[src/rtl/test_sequencer_pkg.sv]
// Shared types and constants for the board self-test sequencer.
// Holds the FSM states, the LED gap length and the index-width sizing rule.
package test_sequencer_pkg;

  typedef enum logic [2:0] {
    S_DELAY,
    S_START,
    S_WAIT_HI,
    S_WAIT_LO,
    S_SAMPLE,
    S_DONE
  } seq_state_e;

  localparam int unsigned LED_GAP_TICKS = 4;

  function automatic bit idx_bits_ok(input int unsigned n_tests, input int unsigned idx_bits);
    return (n_tests >= 1) && (n_tests <= 16) && (idx_bits >= 1) && (idx_bits <= 8)
        && ((32'd1 << idx_bits) >= n_tests);
  endfunction

endpackage

[src/rtl/test_sequencer_led_blink_code.sv]
// Red blink code: (i_count+1) pulses of one tick on / one tick off, then a
// fixed gap of ticks; the pattern restarts from the first pulse whenever i_en rises.
module led_blink_code
  import test_sequencer_pkg::*;
#(
  parameter int unsigned IDX_BITS   = 2,
  parameter int unsigned BLINK_BITS = 22
) (
  input  logic                i_clk,
  input  logic                i_rst,
  input  logic                i_en,
  input  logic [IDX_BITS-1:0] i_count,
  output logic                o_pulse
);

  logic [BLINK_BITS-1:0] tick_q;
  logic [IDX_BITS+1:0]   pulse_cnt_q;
  logic [1:0]            gap_cnt_q;
  logic                  in_gap_q;
  logic                  tick;
  logic [IDX_BITS+1:0]   last_slot;

  assign tick      = &tick_q;
  // Even slots are "on", odd slots "off"; the last slot index is 2*count+1.
  assign last_slot = {1'b0, i_count, 1'b1};

  always_ff @(posedge i_clk) begin
    if (i_rst || !i_en) begin
      tick_q      <= '0;
      pulse_cnt_q <= '0;
      gap_cnt_q   <= '0;
      in_gap_q    <= 1'b0;
    end else begin
      tick_q <= tick_q + 1'b1;
      if (tick) begin
        if (!in_gap_q) begin
          if (pulse_cnt_q == last_slot) begin
            pulse_cnt_q <= '0;
            in_gap_q    <= 1'b1;
          end else begin
            pulse_cnt_q <= pulse_cnt_q + 1'b1;
          end
        end else if (gap_cnt_q == 2'(LED_GAP_TICKS - 1)) begin
          gap_cnt_q <= '0;
          in_gap_q  <= 1'b0;
        end else begin
          gap_cnt_q <= gap_cnt_q + 1'b1;
        end
      end
    end
  end

  assign o_pulse = i_en & ~in_gap_q & ~pulse_cnt_q[0];

endmodule

[config.mk]
export PLATFORM = sky130hd
export DESIGN_NAME = led_blink_code
export DESIGN_NICKNAME = d
export VERILOG_FILES = /design/src/rtl/test_sequencer_pkg.sv /design/src/rtl/test_sequencer_led_blink_code.sv
export SDC_FILE = /design/constraint.sdc
export NUM_CORES = 1
export LEC_CHECK = 0
export CELL_PAD_IN_SITES_DETAIL_PLACEMENT = 0
export CELL_PAD_IN_SITES_GLOBAL_PLACEMENT = 2
export CORE_MARGIN = 1
export CORE_UTILIZATION = 33
export CTS_CLUSTER_DIAMETER = 150
export DETAILED_ROUTE_END_ITERATION = 16
export PLACE_DENSITY = 0.74
export REMOVE_ABC_BUFFERS = 1
export SKIP_CTS_REPAIR_TIMING = 1
export SLEW_MARGIN = 40
export SYNTH_ARGS = -nofsm -noshare
export SYNTH_HDL_FRONTEND = slang
export SYNTH_SLANG_ARGS = --single-unit
[constraint.sdc]
create_clock -name i_clk -period 1.85 [get_ports i_clk]
set_clock_uncertainty 0.2 [all_clocks]
set_input_delay 0.37 -clock i_clk [delete_from_list [all_inputs] [get_ports i_clk]]
set_output_delay 0.37 -clock i_clk [all_outputs]
set_load 0.02 [all_outputs]
==> results.sh <==
export IMPL_core_area_mm2=0.00374
export IMPL_clk_latency_ns=0.28
export IMPL_route_detailed_drc=0
export IMPL_die_h_um=65.3
export IMPL_arrival_ns=1.22
export IMPL_slew_headroom=0.795
export IMPL_met2_wirelength_um=1420
export IMPL_dp_cells=222
export IMPL_slew_viol_final=0
export IMPL_totalWireLength_um=2840
export IMPL_placed_cell_area_mm2=0.00161
export IMPL_status="completed"
export IMPL_setup_tns_ns=0
export IMPL_fin_cells=233
export IMPL_dr_wl_met3_um=82
export IMPL_hp_start="pulse_cnt_q[3]"
export IMPL_hold_end="pulse_cnt_q[3]"
export IMPL_synth_avg_cell_area_um2=9.00
export IMPL_wl_per_cell_um=12.2
export IMPL_finish_instance_area_mm2=0.00177
export IMPL_grt_use_total=0.149
export IMPL_synth_flop_cell="dfxtp_1"
export IMPL_worstHoldPathType="reg2reg"
export IMPL_ir_drop_mv=0.276
export IMPL_syn_inst=147
export IMPL_startpoint_type="primary input"
export IMPL_core_rowCount=22
export IMPL_antennaDiodeCount=0
export IMPL_cts_root_buf="clkbuf_8"
export IMPL_synth_cell_types=34
export IMPL_worstHoldPathCells=2
export IMPL_dr_pass1_iters=4
export IMPL_ys_top_cells_by_area="dfxtp_1 44%, xor2_1 7.3%, nor2_1 6.8%"
export IMPL_grt_max_degree=11
export IMPL_ys_seq_area_frac=0.439
export IMPL_grt_pass1_vias=1113
export IMPL_synth_edf_count=0
export IMPL_worstPathMaxFanout=3
export IMPL_clk_pin_slew_worst_paths_ns=0.06
export IMPL_cp_required_ns=1.28
export IMPL_die_w_um=65.3
export IMPL_initialDrtViolationCount=35
export IMPL_synth_top_cell_by_area="dfxtp_1"
export IMPL_wl_met1_um=1290
export IMPL_hold_viol_final=0
export IMPL_worst_pin_slew_ns=0.305
export IMPL_start_util=0.353
export IMPL_num_vias=1135
export IMPL_fmaxAchievable_ghz=0.558
export IMPL_grt_antenna_before_repair=0
export IMPL_critPathKind="in2out"
export IMPL_cts_buffers=5
export IMPL_highest_layer="met4"
export IMPL_nets=192
export IMPL_period_share=0.969
export IMPL_r2r_cells=6
export IMPL_clock_path_buffers=2
export IMPL_leakagePower_nw=0.667
export IMPL_ioPinCount=6
export IMPL_drv_cap=0
export IMPL_crit_path_end_kind="output pin"
export IMPL_die_area_mm2=0.00426
export IMPL_cts_tree="done"
export IMPL_synth_top_area_frac=0.439
export IMPL_layout_min_cycle_time_ns=1.79
export IMPL_synth_async_reset_ratio=0
export IMPL_clkSinkCount=29
export IMPL_report_final_setup_viol=0
export IMPL_regToRegSetupSlack_ns=0.09
export IMPL_drive_above_1_share=0.324
export IMPL_powerDensity_mw_per_mm2=660
export IMPL_io_buffers=5
export IMPL_grt_pass1_wl_um=4830
export IMPL_fillerInstances=371
export IMPL_areaGrowthSynthToFinish_pct=33.7
export IMPL_postRouteAntennaNets=0
export IMPL_reg2reg_from="tick_q[1]"
export IMPL_viasPerCell=4.87
export IMPL_htreeDepth=2
export IMPL_gp_congestion=0.732
export IMPL_seq_area_um2=593
export IMPL_synth_area_mm2=0.00132
export IMPL_ys_ff_latch=29
export IMPL_r2r_end="pulse_cnt_q[2]"
export IMPL_multi_input_area_um2=766
export IMPL_gr_total_overflow=0
export IMPL_p_total_mw=1.17
export IMPL_hpwlAfterDp_um=2040
export IMPL_synth_warnings=0
[cell usage in the layout (no fill, tap or decap), drive strengths merged]
cell type,instances
buf,29
dfxtp,29
nor2,25
xor2,11
nand2,11
nand3,10
xnor2,9
nand4,7
clkbuf,6
o21ai,5
clkdlybuf4s50,4
a21oi,4
inv,3
and2,3
nor3,3
ha,3
and3,3
or3,2
nor2b,2
and4,2
clkinv,2
nor4,2
nor3b,1
nand2b,1
nand4b,1
nand3b,1
o221a,1
a31o,1
or4b,1
mux2i,1
o211ai,1
or4,1
[how the worst max path moves through the flow]
| stage | slack [ns] | from | end | cells after the start |
|---|---|---|---|---|
| floorplan | -0.13 | tick_q[0] | pulse_cnt_q[2] | 6 |
| global placement | -0.38 | i_en | o_pulse | 3 |
| detailed placement | -0.40 | i_en | o_pulse | 3 |
| CTS | -0.42 | i_en | o_pulse | 3 |
| global route | -0.0007 | tick_q[9] | pulse_cnt_q[2] | 5 |
| finish | 0.06 | i_en | o_pulse | 3 |
[sequential cells by signal, indices dropped and copies added, names as in the netlist]
register     flops
gap_cnt_q        2
in_gap_q         1
pulse_cnt_q      4
tick_q          22
[per-stage QoR]
| stage | hold WS, ns | utilization | worst slack (ns) |
|---|---|---|---|
| 3_3_place_gp | 0.258 | 0.430 | -0.381 |
| 5_1_grt | 0.303 | 0.472 | -0.000705 |
| 4_1_cts | 0.282 | 0.452 | -0.415 |
| 3_5_place_dp | 0.275 | 0.430 | -0.404 |
| 6_report | 0.282 | 0.472 | 0.0581 |
| 2_1_floorplan | 0.230 | - | -0.129 |
[per-layer routing]
metal | global-route usage | vias up
li1 | - | 579
met3 | 0.0521 | 5
met4 | 0.0489 | 0
met1 | 0.174 | 542
met5 | 0 | -
met2 | 0.253 | 9
[cells in the mapped netlist (all sizes together), types with 2 or more instances]
cell / n
nor4: 2
nand4: 7
nor3: 3
a21oi: 4
or3: 2
nor2: 25
nor2b: 2
xnor2: 9
and2: 3
inv: 3
clkbuf: 3
o21ai: 5
nand2: 11
ha: 3
nand3: 10
xor2: 11
dfxtp: 29
and4: 2
and3: 3
[cells by family after synthesis]
group / after synthesis / synth area share
AO/OA/AOI/OAI: 12 / 0.0549
XOR/XNOR: 20 / 0.132
adder cells (fa/ha/maj): 3 / 0.0284
buffers and inverters: 6 / 0.0170
flip-flops: 29 / 0.439
multiplexers: 1 / 0.00757
AND/OR/NAND/NOR: 76 / 0.321
[report_power, final]
| group | leakage, nW | switching, mW | internal [mW] |
|---|---|---|---|
| clock network | 0.0450 | 0.236 | 0.260 |
| registers | 0.239 | 0.00230 | 0.627 |
| logic | 0.384 | 0.0205 | 0.0217 |
[layout make-up]
class	count	area share
clock buffer	6	0.0410
clock inverter	2	0.00566
inverter	3	0.00637
multi-input combinational	112	0.433
sequential	29	0.335
tap	48	0.0340
timing repair buffer	33	0.144
[critical path, stage by stage]
cell and delay (ns):
clkdlybuf4s50_1 0.49, nor3b_1 0.17, buf_2 0.19
(Power assumes the default switching activity.)
